### src/rtl/error_counter_drv_if.sv
// error_counter_drv_if: AGC pulse inputs and active-low error-count lines of the error counter
interface error_counter_drv_if;
    logic _ECEN;
    logic _pECH;
    logic _mECH;
    logic _DD0, _DD1, _DD2, _DD3, _DD4, _DD5, _DD6, _DD7, _DD8;
    logic _ECSAT;
    logic _ECRATE;
    logic _ECZERO;

    modport master (
        output _ECEN, _pECH, _mECH,
        input  _DD0, _DD1, _DD2, _DD3, _DD4, _DD5, _DD6, _DD7, _DD8,
        input  _ECSAT, _ECRATE, _ECZERO
    );

    modport slave (
        input  _ECEN, _pECH, _mECH,
        output _DD0, _DD1, _DD2, _DD3, _DD4, _DD5, _DD6, _DD7, _DD8,
        output _ECSAT, _ECRATE, _ECZERO
    );
endinterface

### src/rtl/error_counter_drv.sv
// error_counter_drv: synchronised plus/minus pulse up/down counter driving the active-low _DD lines
// Defining ERRCTR_SATURATE_EN clamps the count to +/-LIMIT; otherwise it wraps in 9 bits.
module error_counter_drv #(
    parameter int LIMIT   = 255,
    parameter int MIN_GAP = 4
) (
    input logic clk,
    input logic rst_n,
    error_counter_drv_if.slave bus
);
`ifdef ERRCTR_SATURATE_EN
    localparam bit SAT = 1'b1;
`else
    localparam bit SAT = 1'b0;
`endif
    localparam logic signed [8:0] LIM = 9'(LIMIT);
    localparam int GW = $clog2(MIN_GAP + 1);
    localparam logic [GW-1:0] GMAX = GW'(MIN_GAP);

    logic [1:0] en_q, p_q, m_q;
    logic p_d, m_d;
    logic signed [8:0] cnt, cnt_nx;
    logic [GW-1:0] gap, gap_nx;
    logic rate, rate_nx;
    logic en, pe, me, acc, at_hi, at_lo;

    always_ff @(posedge clk or negedge rst_n) begin
        if (!rst_n) begin
            en_q <= '0;
            p_q  <= '0;
            m_q  <= '0;
            p_d  <= 1'b0;
            m_d  <= 1'b0;
            cnt  <= '0;
            gap  <= GMAX;
            rate <= 1'b0;
        end else begin
            en_q <= {en_q[0], bus._ECEN};
            p_q  <= {p_q[0], bus._pECH};
            m_q  <= {m_q[0], bus._mECH};
            p_d  <= p_q[1];
            m_d  <= m_q[1];
            cnt  <= cnt_nx;
            gap  <= gap_nx;
            rate <= rate_nx;
        end
    end

    assign en    = en_q[1];
    assign pe    = p_q[1] & ~p_d;
    assign me    = m_q[1] & ~m_d;
    assign acc   = en & (pe | me);
    assign at_hi = SAT && (cnt == LIM);
    assign at_lo = SAT && (cnt == -LIM);

    // Simultaneous plus and minus edges cancel but still count as one event for gap timing
    always_comb begin
        cnt_nx  = !en ? '0 :
                  (pe & ~me) ? (at_hi ? cnt : cnt + 9'sd1) :
                  (me & ~pe) ? (at_lo ? cnt : cnt - 9'sd1) : cnt;
        gap_nx  = acc ? '0 : (gap == GMAX) ? gap : gap + 1'b1;
        rate_nx = en & (rate | (acc & (gap < GMAX)));
    end

    assign {bus._DD8, bus._DD7, bus._DD6, bus._DD5, bus._DD4,
            bus._DD3, bus._DD2, bus._DD1, bus._DD0} = ~cnt;
    assign bus._ECSAT  = at_hi | at_lo;
    assign bus._ECRATE = rate;
    assign bus._ECZERO = (cnt == 9'sd0);
endmodule

### src/flat_wrapper.sv
// flat-port wrapper written by rule: the top's interface ports become plain ports
module error_counter_drv_flat 
#(
    parameter int LIMIT   = 255,
    parameter int MIN_GAP = 4
)
  (clk, rst_n, bus__ECEN, bus__pECH, bus__mECH, bus__DD0, bus__DD1, bus__DD2, bus__DD3, bus__DD4, bus__DD5, bus__DD6, bus__DD7, bus__DD8, bus__ECSAT, bus__ECRATE, bus__ECZERO);
  error_counter_drv_if bus_i ();
  input logic clk;
  input logic rst_n;
  input wire logic [$bits(bus_i._ECEN)-1:0] bus__ECEN;
  input wire logic [$bits(bus_i._pECH)-1:0] bus__pECH;
  input wire logic [$bits(bus_i._mECH)-1:0] bus__mECH;
  output wire logic [$bits(bus_i._DD0)-1:0] bus__DD0;
  output wire logic [$bits(bus_i._DD1)-1:0] bus__DD1;
  output wire logic [$bits(bus_i._DD2)-1:0] bus__DD2;
  output wire logic [$bits(bus_i._DD3)-1:0] bus__DD3;
  output wire logic [$bits(bus_i._DD4)-1:0] bus__DD4;
  output wire logic [$bits(bus_i._DD5)-1:0] bus__DD5;
  output wire logic [$bits(bus_i._DD6)-1:0] bus__DD6;
  output wire logic [$bits(bus_i._DD7)-1:0] bus__DD7;
  output wire logic [$bits(bus_i._DD8)-1:0] bus__DD8;
  output wire logic [$bits(bus_i._ECSAT)-1:0] bus__ECSAT;
  output wire logic [$bits(bus_i._ECRATE)-1:0] bus__ECRATE;
  output wire logic [$bits(bus_i._ECZERO)-1:0] bus__ECZERO;
  assign bus_i._ECEN = bus__ECEN;
  assign bus_i._pECH = bus__pECH;
  assign bus_i._mECH = bus__mECH;
  assign bus__DD0 = bus_i._DD0;
  assign bus__DD1 = bus_i._DD1;
  assign bus__DD2 = bus_i._DD2;
  assign bus__DD3 = bus_i._DD3;
  assign bus__DD4 = bus_i._DD4;
  assign bus__DD5 = bus_i._DD5;
  assign bus__DD6 = bus_i._DD6;
  assign bus__DD7 = bus_i._DD7;
  assign bus__DD8 = bus_i._DD8;
  assign bus__ECSAT = bus_i._ECSAT;
  assign bus__ECRATE = bus_i._ECRATE;
  assign bus__ECZERO = bus_i._ECZERO;
  error_counter_drv #(.LIMIT(LIMIT), .MIN_GAP(MIN_GAP)) u_core (.clk(clk), .rst_n(rst_n), .bus(bus_i));
endmodule
### config.mk
export PLATFORM = sky130hd
export DESIGN_NAME = error_counter_drv_flat
export DESIGN_NICKNAME = d
export VERILOG_FILES = /design/src/rtl/error_counter_drv_if.sv /design/src/rtl/error_counter_drv.sv /design/src/flat_wrapper.sv
export SDC_FILE = /design/constraint.sdc
export NUM_CORES = 1
export LEC_CHECK = 0
export BUFFER_PORTS_ARGS = -buffer_cell sky130_fd_sc_hd__buf_2
export CAP_MARGIN = 20
export CORE_ASPECT_RATIO = 1.75
export CORE_MARGIN = 4
export CORE_UTILIZATION = 41
export CTS_CLUSTER_DIAMETER = 80
export DETAILED_ROUTE_END_ITERATION = 10
export GPL_TIMING_DRIVEN = 0
export PLACE_DENSITY_LB_ADDON = 0.2
export SLEW_MARGIN = 20
export SYNTH_ARGS = -nofsm -noshare
export SYNTH_HDL_FRONTEND = slang
export SYNTH_SLANG_ARGS = --single-unit
### constraint.sdc
create_clock -name clk -period 2.1 [get_ports clk]
set_input_delay 0.42 -clock clk [delete_from_list [all_inputs] [get_ports clk]]
set_output_delay 0.42 -clock clk [all_outputs]
set_load 0.03 [all_outputs]
==> summary.txt, run 1 <==
Run status
  • Outcome: complete, no violations

Critical path
  • Crit path cell chain: nand2b_4, inv_2, ha_4, inv_8, ha_4, a21oi_4, a21oi_4, o31ai_4, mux2_4, o211ai_1
  • Crit. End Element: register
  • CP Data Arrival Time: 2.27 ns
  • CP Data Required Time: 2.28 ns
  • CP startpoint kind: register
  • Highest-delay cell along the critical path: dfrtp_1
  • CP Max Fanout: 9
  • Crit path largest cell delay: 0.42 ns
  • Critical Setup Path Class: reg -> reg

Timing
  • Fmax: 478 MHz
  • Final hold viol count: 0
  • Fin. max-slew vios: 0
  • RSZ-0062 raised after global routing: true
  • Final setup violation count: 0
  • Setup Skew: 0.00250 ns
  • Final period util: 99.6%
  • Final worst hold slack: 0.0955 ns
  • Minimum clock period: 2.09 ns
  • Setup TNS: 0 ns

Detailed routing
  • Met1 Wirelength: 1.03 mm
  • Drt drc: 0
  • DR WL met3: 68 um
  • Top sig layer: met4
  • DRT iter0 DRCs: 10
  • Via count: 904
  • DRT Pass-1 Iters: 4
  • Routed Antenna Nets: 0
  • Post-Route WL: 2.50 mm
  • Vias/cell: 5.29
  • WL met2: 1.34 mm
  • WL per Instance: 14.6 um

Job
  • Max cap viols: 0

Synth
  • Mapped Nets: 139
  • Synth async-reset ratio: 100%
  • Syn Inst Count: 121
  • Register area share after synthesis: 43.3%
  • Syn avg cell area: 10.1 um2
  • YS warnings: 0
  • Synth area leader: dfrtp_1
  • Number of flops mapped to enable cells by yosys: 0
  • Ranking of synthesized cells by area: dfrtp_1 (41%), ha_1 (12%), nand2_1 (4.9%)
  • Post-Synthesis Cell Area: 0.00122 mm2
  • Synth unique cells: 37
  • Most used DFF post-synth: dfrtp_1
  • Top cell type's share of synthesized area: 41.2%
  • FF+latch count, synth: 21

Clocking
  • Clk slew on worst S/H paths: 0.08 ns
  • Number of buffers created by CTS: 3
  • CTS Hold Bufs: 0
  • TritonCTS Sinks: 21
  • Clock Tree Root: clkbuf_8
  • Skew-Pair Late Insertion Delay: 0.27 ns
  • CTS tree: built
  • Clk buf depth: 2
  • H-tree levels: 1

Layout
  • Fillers: 249
  • Fin cells: 171
  • # diodes: 0
  • Nets@finish: 163
  • Most frequent cells in the layout: dfrtp_1 (20), buf_2 (17), nand2_1 (16)
  • Share of cells above drive strength 1: 33.3%
  • Most common cell after layout, fill and taps aside: dfrtp_1
  • Fin util: 56.0%
  • Synthesis-to-layout area growth: 28.2%

Worst hold path
  • Hold crit path type: in -> async

Floorplan
  • I/O pins: 17
  • CORE AREA: 0.00278 mm2
  • # rows: 25
  • Die Area: 0.00394 mm2
  • Starting density of the core: 43.7%
  • Chip height: 80.1 um
  • Horiz. Die Dim: 49.2 um

Placed design
  • DP Wirelength: 1.79 mm
  • Number of buffers added on ports: 15
  • RD Place Congestion: 0.830
  • # placed instances: 163

Pwr
  • PD cells: 1110 mW/mm2
  • Leakage: 0.726 nW
  • Peak VDD IR: 0.000512 V

Global routing
  • Overflow after GRT: 0
  • Vias in the first global route: 966
  • First-pass GRT wire length: 4.36 mm
  • Initial antenna violation count: 0
  • Global Route Usage Sum: 14.4%
  • Largest net degree at the start of global routing: 22
## synth_stat cells (all sizes together), types with 2 or more instances
cell type / n
a21o: 3
a21oi: 5
and2: 2
and4: 2
buf: 4
dfrtp: 20
ha: 12
inv: 13
mux2i: 4
nand2: 16
nand2b: 2
nand3: 2
nand4b: 2
nor2: 5
nor2b: 3
nor3: 2
o21a: 2
o21ai: 2
o22ai: 2
xnor2: 2
xor2: 5
## sequential cells by signal, summed over array words and instances (netlist names)
signal / cells
u_core.bus._ECRATE: 1
u_core.cnt: 9
u_core.en_q: 2
u_core.gap: 3
u_core.m_d: 1
u_core.m_q: 2
u_core.p_d: 1
u_core.p_q: 2
## per-stage QoR
| step | setup WS, ns | total power [mW] | instance area, um2 |
|---|---|---|---|
| 2_1_floorplan | -0.00508 | 1.15 | 1230 |
| 3_3_place_gp | -0.230 | 1.30 | 1340 |
| 3_5_place_dp | -0.266 | 1.33 | 1340 |
| 4_1_cts | 0.00243 | 1.67 | 1490 |
| 5_1_grt | -0.0934 | 1.86 | 1560 |
| 6_report | 0.00749 | 1.72 | 1560 |
## worst paths after layout
path	from	end	slack, ns	depth (start not counted)
max	u_core.p_q[1]$_DFF_PN0_	u_core.cnt[7]$_DFFE_PN0P_	0.007	10
min	rst_n	u_core.en_q[0]$_DFF_PN0_	0.1	1
max reg2reg	u_core.p_q[1]$_DFF_PN0_	u_core.cnt[7]$_DFFE_PN0P_	0.007	10
min reg2reg	u_core.en_q[0]$_DFF_PN0_	u_core.en_q[1]$_DFF_PN0_	0.36	0
max in group asynchronous	rst_n	u_core.gap[2]$_DFFE_PN1P_	1.67	1
min in group clk	bus__mECH	u_core.m_q[0]$_DFF_PN0_	0.25	1
## logic make-up after synthesis
family          count (synthesis)  synth area share [%]
simple gates                   38                  15.8
compound gates                 19                  10.9
other cells                     1                 0.308
flops                          21                  43.3
xor+xnor                        7                  5.04
fa+ha+maj                      13                  14.0
mux                             5                  4.22
buf+inv                        17                  6.38
## worst max-delay path: cells and delay by family (launching register included)
family / cells / cell delay (ns)
AOI/OAI and AO/OA: 4 / 0.63
DFF: 1 / 0.42
adders and majority gates: 2 / 0.39
muxes: 1 / 0.32
buffers and inverters: 2 / 0.16
and+or+nand+nor: 1 / 0.09
## area by class of cell
class | instances | area [um2] | area share, %
clock buffers | 3 | 41.3 | 2.65
plain buffers | 4 | 28.8 | 1.85
multi-input cells | 83 | 762 | 48.9
well taps | 27 | 33.8 | 2.17
flip-flops and latches | 21 | 527 | 33.8
clock inverters | 1 | 5.00 | 0.321
inverters | 13 | 56.3 | 3.61
repair buffers | 19 | 105 | 6.74
## what timing repair did
| item | 4_1_cts | 5_1_grt |
|---|---|---|
| endpoints found under the hold margin | 0 | 0 |
| setup buffers | 2 | 2 |
| gates cloned | 0 | 0 |
| setup endpoints to repair | 3 | 3 |
| pin swaps | 2 | 6 |
| gates resized for setup | 13 | 7 |
## power breakdown
group	internal, mW	switching [mW]	leakage (nW)
combinational	0.395	0.474	0.440
sequential	0.491	0.0924	0.260
clock	0.133	0.139	0.0255
total	1.02	0.705	0.726
## per-layer routing
metal | global-route usage [%] | vias to the layer above
li1 | - | 451
met1 | 15.0 | 435
met2 | 26.7 | 13
met4 | 7.98 | 0
met5 | 0 | -
met3 | 2.60 | 5
(Power assumes the default switching activity.)
==> inputs of run 2 (changes only) <==
--- a/config.mk
+++ b/config.mk
@@ -7,8 +7,7 @@
 export LEC_CHECK = 0
 export BUFFER_PORTS_ARGS = -buffer_cell sky130_fd_sc_hd__buf_2
 export CAP_MARGIN = 20
-export CORE_ASPECT_RATIO = 1.75
-export CORE_MARGIN = 4
+export CORE_ASPECT_RATIO = 0.75
 export CORE_UTILIZATION = 41
 export CTS_CLUSTER_DIAMETER = 80
 export DETAILED_ROUTE_END_ITERATION = 10
==> summary.txt, run 2 (same netlist as run 1, synthesis figures left out) <==
Run status
  • Outcome: complete, no violations

Layout
  • Largest Register: u_core.cnt
  • Share of cells above drive strength 1: 31.2% (-2.1 points)
  • Nets@finish: 160 (-1.8%)
  • Most frequent cells in the layout: dfrtp_1 (20), buf_2 (17), nand2_1 (16)
  • Number of flip-flops in the largest register: 9 (unchanged)
  • Most common cell after layout, fill and taps aside: dfrtp_1
  • Largest registers: u_core.cnt: 9 flops, u_core.gap: 3 flops
  • Seq. cell area: 527 um2 (unchanged)
  • Fin cells: 177 (+3.5%)
  • Synthesis-to-layout area growth: 23.3%
  • # diodes: 0 (unchanged)
  • Multi-input combinational cell area: 711 um2 (-6.7%)
  • Fillers: 233 (-6.4%)
  • Fin util: 55.5% (-0.54 points)

Timing
  • Fmax: 487 MHz (+1.9%)
  • Minimum clock period: 2.05 ns (-0.0382 ns)
  • Final worst hold slack: 0.103 ns (+0.00770 ns)
  • Final setup violation count: 0 (unchanged)
  • Setup Skew: 0.00292 ns (+0.000421 ns)
  • Fin. max-slew vios: 0 (unchanged)
  • Final period util: 97.8% (-1.8 points)
  • RSZ-0062 raised after global routing: true
  • Final hold viol count: 0 (unchanged)

Pwr
  • PD cells: 1110 mW/mm2 (about the same)
  • Peak VDD IR: 0.000518 V (+1.0%)
  • Leakage: 0.697 nW (-4.1%)

Global routing
  • Initial antenna violation count: 0 (unchanged)
  • Global Route Usage Sum: 18.0% (+3.5 points)
  • Vias in the first global route: 883 (-8.6%)
  • First-pass GRT wire length: 4.32 mm (-0.94%)
  • Largest net degree at the start of global routing: 22 (unchanged)
  • Overflow after GRT: 0 (unchanged)

Placed design
  • RD Place Congestion: 0.764 (-7.9%)
  • Number of buffers added on ports: 15 (unchanged)
  • DP Wirelength: 1.74 mm (-2.9%)
  • # placed instances: 172 (+5.5%)

Detailed routing
  • Drt drc: 0 (unchanged)
  • Post-Route WL: 2.49 mm (-0.36%)
  • Vias/cell: 5.06 (-4.2%)
  • DRT iter0 DRCs: 27 (+17)
  • Routed Antenna Nets: 0 (unchanged)
  • DRT Pass-1 Iters: 4 (unchanged)
  • WL per Instance: 14.1 um (-3.7%)
  • Via count: 896 (-0.88%)

Clocking
  • CTS tree: built
  • Number of buffers created by CTS: 3 (unchanged)
  • Clock Tree Root: clkbuf_8
  • Skew-Pair Late Insertion Delay: 0.26 ns (about the same)
  • CTS Hold Bufs: 0 (unchanged)
  • H-tree levels: 1 (unchanged)
  • TritonCTS Sinks: 21 (unchanged)
  • Clk slew on worst S/H paths: 0.08 ns (about the same)
  • Clk buf depth: 2 (unchanged)

Critical path
  • Crit path cell chain: nand2b_4, inv_2, ha_4, inv_8, ha_4, a21oi_2, a21oi_2, o31ai_2, mux2_2, o211ai_1
  • Critical Setup Path Class: reg -> reg
  • Crit path largest cell delay: 0.42 ns (about the same)
  • CP Data Required Time: 2.27 ns (about the same)
  • CP Data Arrival Time: 2.23 ns (-0.04 ns)
  • CP startpoint kind: register
  • CP bufs+invs: 2 (unchanged)
  • Crit. End Element: register
  • CP Max Fanout: 9 (unchanged)
  • Highest-delay cell along the critical path: dfrtp_1
  • Largest delay share family, worst path: compound AO/OA/AOI/OAI gates

Floorplan
  • Starting density of the core: 45.0% (+1.3 points)
  • Die Area: 0.00319 mm2 (-19%)
  • CORE AREA: 0.00270 mm2 (-2.9%)
  • I/O pins: 17 (unchanged)
  • # rows: 16 (-36%)
  • Chip height: 49.2 um (-39%)
  • Horiz. Die Dim: 64.9 um (+32%)

Worst hold path
  • Hold crit path type: in -> async

Job
  • Max cap viols: 0 (unchanged)
## run 2: cell count changes in the layout (fill, tap and decap cells not counted), moves of 2 or more
cell / previous run / this run
ha_1: 4 / 6
buf_4: 5 / 2
ha_4: 7 / 5
a21oi_4: 2 / 0
a21oi_2: 1 / 4
## run 2: timing repair
| item | 4_1_cts | 5_1_grt |
|---|---|---|
| buffers inserted | 1 | 0 |
| resized for setup | 10 | 5 |
| pin swaps | 2 | 2 |
| setup endpoints to repair | 3 | 4 |
| endpoints found under the hold margin | 0 | 0 |
## run 2: area by class of cell
type                       instances  share of cell area [%]
buffer                             4                    1.92
clock buffer                       3                    2.75
clock inverter                     1                   0.501
inverter                          13                    3.76
multi-input combinational         83                    47.4
sequential                        21                    35.1
tap                               36                    3.01
timing repair buffer              16                    5.51
## run 2: layer usage
layer | track usage [%] | vias to the layer above | share of wire, %
met5 | 0 | - | 0
met3 | 5.61 | 2 | 5.0
li1 | - | 444 | -
met4 | 2.59 | 0 | 0.16
met1 | 24.8 | 427 | 47
met2 | 28.1 | 23 | 48
## run 2: path summary, 6_finish.rpt
path	start	to	slack (ns)	cells past startpoint
hold / removal	rst_n	u_core.cnt[3]$_DFFE_PN0P_	0.10	1
hold reg to reg	u_core.m_q[0]$_DFF_PN0_	u_core.m_q[1]$_DFF_PN0_	0.35	0
setup / recovery	u_core.p_q[1]$_DFF_PN0_	u_core.cnt[7]$_DFFE_PN0P_	0.05	10
setup reg to reg	u_core.p_q[1]$_DFF_PN0_	u_core.cnt[7]$_DFFE_PN0P_	0.05	10
max in group asynchronous	rst_n	u_core.gap[2]$_DFFE_PN1P_	1.65	1
min in group clk	bus__mECH	u_core.m_q[0]$_DFF_PN0_	0.26	1
## run 2: where the power goes
group	switching [mW]	internal, mW	leakage [nW]
Combinational	0.454	0.356	0.415
Sequential	0.0885	0.491	0.260
Clock	0.133	0.134	0.0217
Total	0.676	0.981	0.697
## run 2: stage by stage
stage | setup WS [ns] | area (um2) | power [mW] | TNS [ns]
final | 0.0457 | 1500 | 1.66 | 0
after global placement | -0.212 | 1360 | 1.29 | -0.343
after detailed placement | -0.236 | 1360 | 1.33 | -0.408
after CTS | 0.000755 | 1480 | 1.66 | 0
after global routing | -0.0733 | 1500 | 1.79 | -0.146
after floorplan | -0.00508 | 1230 | 1.15 | -0.00508
==> inputs of run 3 (changes only) <==
--- a/config.mk
+++ b/config.mk
@@ -5,9 +5,10 @@
 export SDC_FILE = /design/constraint.sdc
 export NUM_CORES = 1
 export LEC_CHECK = 0
+export ABC_AREA = 1
 export BUFFER_PORTS_ARGS = -buffer_cell sky130_fd_sc_hd__buf_2
 export CAP_MARGIN = 20
-export CORE_ASPECT_RATIO = 0.75
+export CORE_ASPECT_RATIO = 1.2
 export CORE_UTILIZATION = 41
 export CTS_CLUSTER_DIAMETER = 80
 export DETAILED_ROUTE_END_ITERATION = 10
==> summary.txt, run 3 <==
Run status
  • Outcome: complete, no violations

Clocking
  • CTS tree: built
  • Clk buf depth: 2 (unchanged)
  • Skew-Pair Late Insertion Delay: 0.30 ns (+0.04 ns)
  • TritonCTS Sinks: 21 (unchanged)
  • CTS Hold Bufs: 0 (unchanged)
  • Number of buffers created by CTS: 3 (unchanged)
  • Clk slew on worst S/H paths: 0.11 ns (+0.03 ns)
  • Clock Tree Root: clkbuf_4
  • H-tree levels: 1 (unchanged)

Detailed routing
  • WL per Instance: 11.2 um (-21%)
  • DRT Pass-1 Iters: 4 (unchanged)
  • Vias/cell: 4.89 (-3.3%)
  • Via count: 1013 (+13%)
  • Routed Antenna Nets: 0 (unchanged)
  • Post-Route WL: 2.31 mm (-7.2%)
  • Drt drc: 0 (unchanged)
  • DRT iter0 DRCs: 26 (-3.7%)

Floorplan
  • I/O pins: 17 (unchanged)
  • Die Area: 0.00322 mm2 (+1.1%)
  • Starting density of the core: 43.7% (-1.3 points)
  • Chip height: 62 um (+26%)
  • CORE AREA: 0.00281 mm2 (+4.0%)
  • # rows: 21 (+5)
  • Horiz. Die Dim: 52 um (-20%)

Synth
  • Mapped Nets: 170 (+22%)
  • Register area share after synthesis: 42.8% (-0.48 points)
  • Top cell type's share of synthesized area: 40.7% (-0.46 points)
  • YS warnings: 0 (unchanged)
  • Ranking of synthesized cells by area: dfrtp_1 (41%), ha_1 (12%), nand2_1 (12%)
  • Synth area leader: dfrtp_1
  • Top post-synthesis cells by count: nand2_1 (39), inv_1 (30), dfrtp_1 (20), ha_1 (12), nand3_1 (11)
  • Most frequent cell after synthesis: nand2_1
  • FF+latch count, synth: 21 (unchanged)
  • Post-Synthesis Cell Area: 0.00123 mm2 (+1.1%)
  • Syn avg cell area: 8.09 um2 (-19%)
  • Synth async-reset ratio: 100% (unchanged)
  • Syn Inst Count: 152 (+26%)
  • Synth unique cells: 26 (-30%)
  • Number of flops mapped to enable cells by yosys: 0 (unchanged)
  • Most used DFF post-synth: dfrtp_1

Timing
  • Fin. max-slew vios: 0 (unchanged)
  • Setup TNS: 0 ns (unchanged)
  • Final worst hold slack: 0.0548 ns (-0.0485 ns)
  • Final setup violation count: 0 (unchanged)
  • Setup Skew: 0.00356 ns (+0.000648 ns)
  • Fmax: 522 MHz (+7.2%)
  • Final hold viol count: 0 (unchanged)
  • Final period util: 91.3% (-6.5 points)
  • Slack of the critical path: 0.183 ns (+0.138 ns)
  • Minimum clock period: 1.92 ns (-0.138 ns)

Layout
  • Most frequent cells in the layout: nand2_1 (39), inv_1 (29), dfrtp_1 (20)
  • Nets@finish: 192 (+20%)
  • Largest registers: u_core.cnt: 9 flops, u_core.gap: 3 flops
  • Most common cell after layout, fill and taps aside: nand2_1
  • Synthesis-to-layout area growth: 13.1%
  • # diodes: 0 (unchanged)
  • Fin util: 49.5% (-6.0 points)
  • Share of cells above drive strength 1: 17.9% (-13 points)
  • Largest Register: u_core.cnt
  • Number of flip-flops in the largest register: 9 (unchanged)
  • Fillers: 277 (+19%)

Placed design
  • Number of buffers added on ports: 15 (unchanged)
  • DP Wirelength: 1.79 mm (+2.7%)
  • RD Place Congestion: 0.782 (+2.3%)
  • Pre-CTS setup slack: 0.0285 ns (+0.265 ns)

Pwr
  • Leakage: 0.766 nW (+10%)
  • Peak VDD IR: 0.000650 V (+26%)
  • Pwr Total: 1.39 mW (-16%)
  • PD cells: 998 mW/mm2 (-9.7%)

Critical path
  • CP startpoint kind: register
  • Crit. End Element: register
  • Crit path largest cell delay: 0.37 ns (-0.05 ns)
  • CP bufs+invs: 2 (unchanged)
  • CP Max Fanout: 8 (-1)
  • Worst path most repeated cell: nor2_1
  • Critical Setup Path Class: reg -> reg
  • Largest delay share family, worst path: simple AND/OR/NAND/NOR gates
  • Highest-delay cell along the critical path: dfrtp_1
  • Crit path cell chain: inv_1, nor2_1, ha_2, inv_2, ha_1, or2_4, and2_4, nor2_1, o22ai_2
  • CP startpoint: u_core.p_q[1]$_DFF_PN0_
  • CP Data Arrival Time: 2.11 ns (-0.12 ns)
  • CP Data Required Time: 2.30 ns (+0.03 ns)
  • Reg-to-Reg Start: u_core.p_q[1]$_DFF_PN0_

Job
  • Max cap viols: 0 (unchanged)

Global routing
  • Global Route Usage Sum: 16.6% (-1.3 points)
  • First-pass GRT wire length: 3.88 mm (-10%)
  • Largest net degree at the start of global routing: 22 (unchanged)
  • Overflow after GRT: 0 (unchanged)
  • Initial antenna violation count: 0 (unchanged)
  • Vias in the first global route: 971 (+10%)

Worst hold path
  • Hold crit path type: in -> async
## run 3: cell count changes after synthesis, sizes merged, moves of 4 or more
cell,delta
mux2i,-4
nand3,+9
inv,+19
xor2,-4
nand2,+23
nor2,+5
## run 3: layout make-up
cell class | count | area, um2 | area share (%)
buffer | 1 | 7.51 | 0.540
clock buffer | 4 | 26.3 | 1.89
inverter | 33 | 129 | 9.26
multi-input combinational | 97 | 569 | 40.9
sequential | 21 | 527 | 37.9
tap | 34 | 42.5 | 3.06
timing repair buffer | 17 | 90.1 | 6.47
## run 3: cells by family after synthesis
family / synth area share, %
other: 0.305
adder cells (fa/ha/maj): 13.8
XOR/XNOR: 2.14
AND/OR/NAND/NOR: 23.1
AO/OA/AOI/OAI: 6.71
flip-flops: 42.8
buffers and inverters: 11.1
## run 3: power breakdown
group          leakage, nW  switching (mW)  internal [mW]
sequential           0.261          0.0594          0.486
clock               0.0150           0.118         0.0741
combinational        0.491           0.410          0.242
## run 3: per-layer routing
layer | GRT usage (%) | share of wire [%] | up-vias
met2 | 31.1 | 52 | 24
met3 | 2.68 | 3.2 | 7
li1 | - | - | 518
met5 | 0 | 0 | -
met4 | 7.34 | 1.8 | 0
met1 | 18.5 | 42 | 464
## run 3: worst paths after layout
path,cells after the start,slack [ns],end
max,9,0.18,u_core.cnt[4]$_DFFE_PN0P_
max reg2reg,9,0.18,u_core.cnt[4]$_DFFE_PN0P_
min in group clk,1,0.21,u_core.m_q[0]$_DFF_PN0_
min reg2reg,0,0.37,u_core.m_q[1]$_DFF_PN0_
max in group asynchronous,1,1.70,u_core.gap[2]$_DFFE_PN1P_
min,1,0.05,u_core.cnt[0]$_DFFE_PN0P_
## run 3: timing repair
action | 4_1_cts | 5_1_grt
buffers inserted | 0 | 2
endpoints found under the setup margin | 0 | 6
gates resized for setup | 0 | 2
## run 3: per-stage QoR
step | cells | cell area [um2]
2_1_floorplan | 152 | 1230
3_3_place_gp | 201 | 1350
3_5_place_dp | 201 | 1350
4_1_cts | 205 | 1370
5_1_grt | 207 | 1390
6_report | 207 | 1390
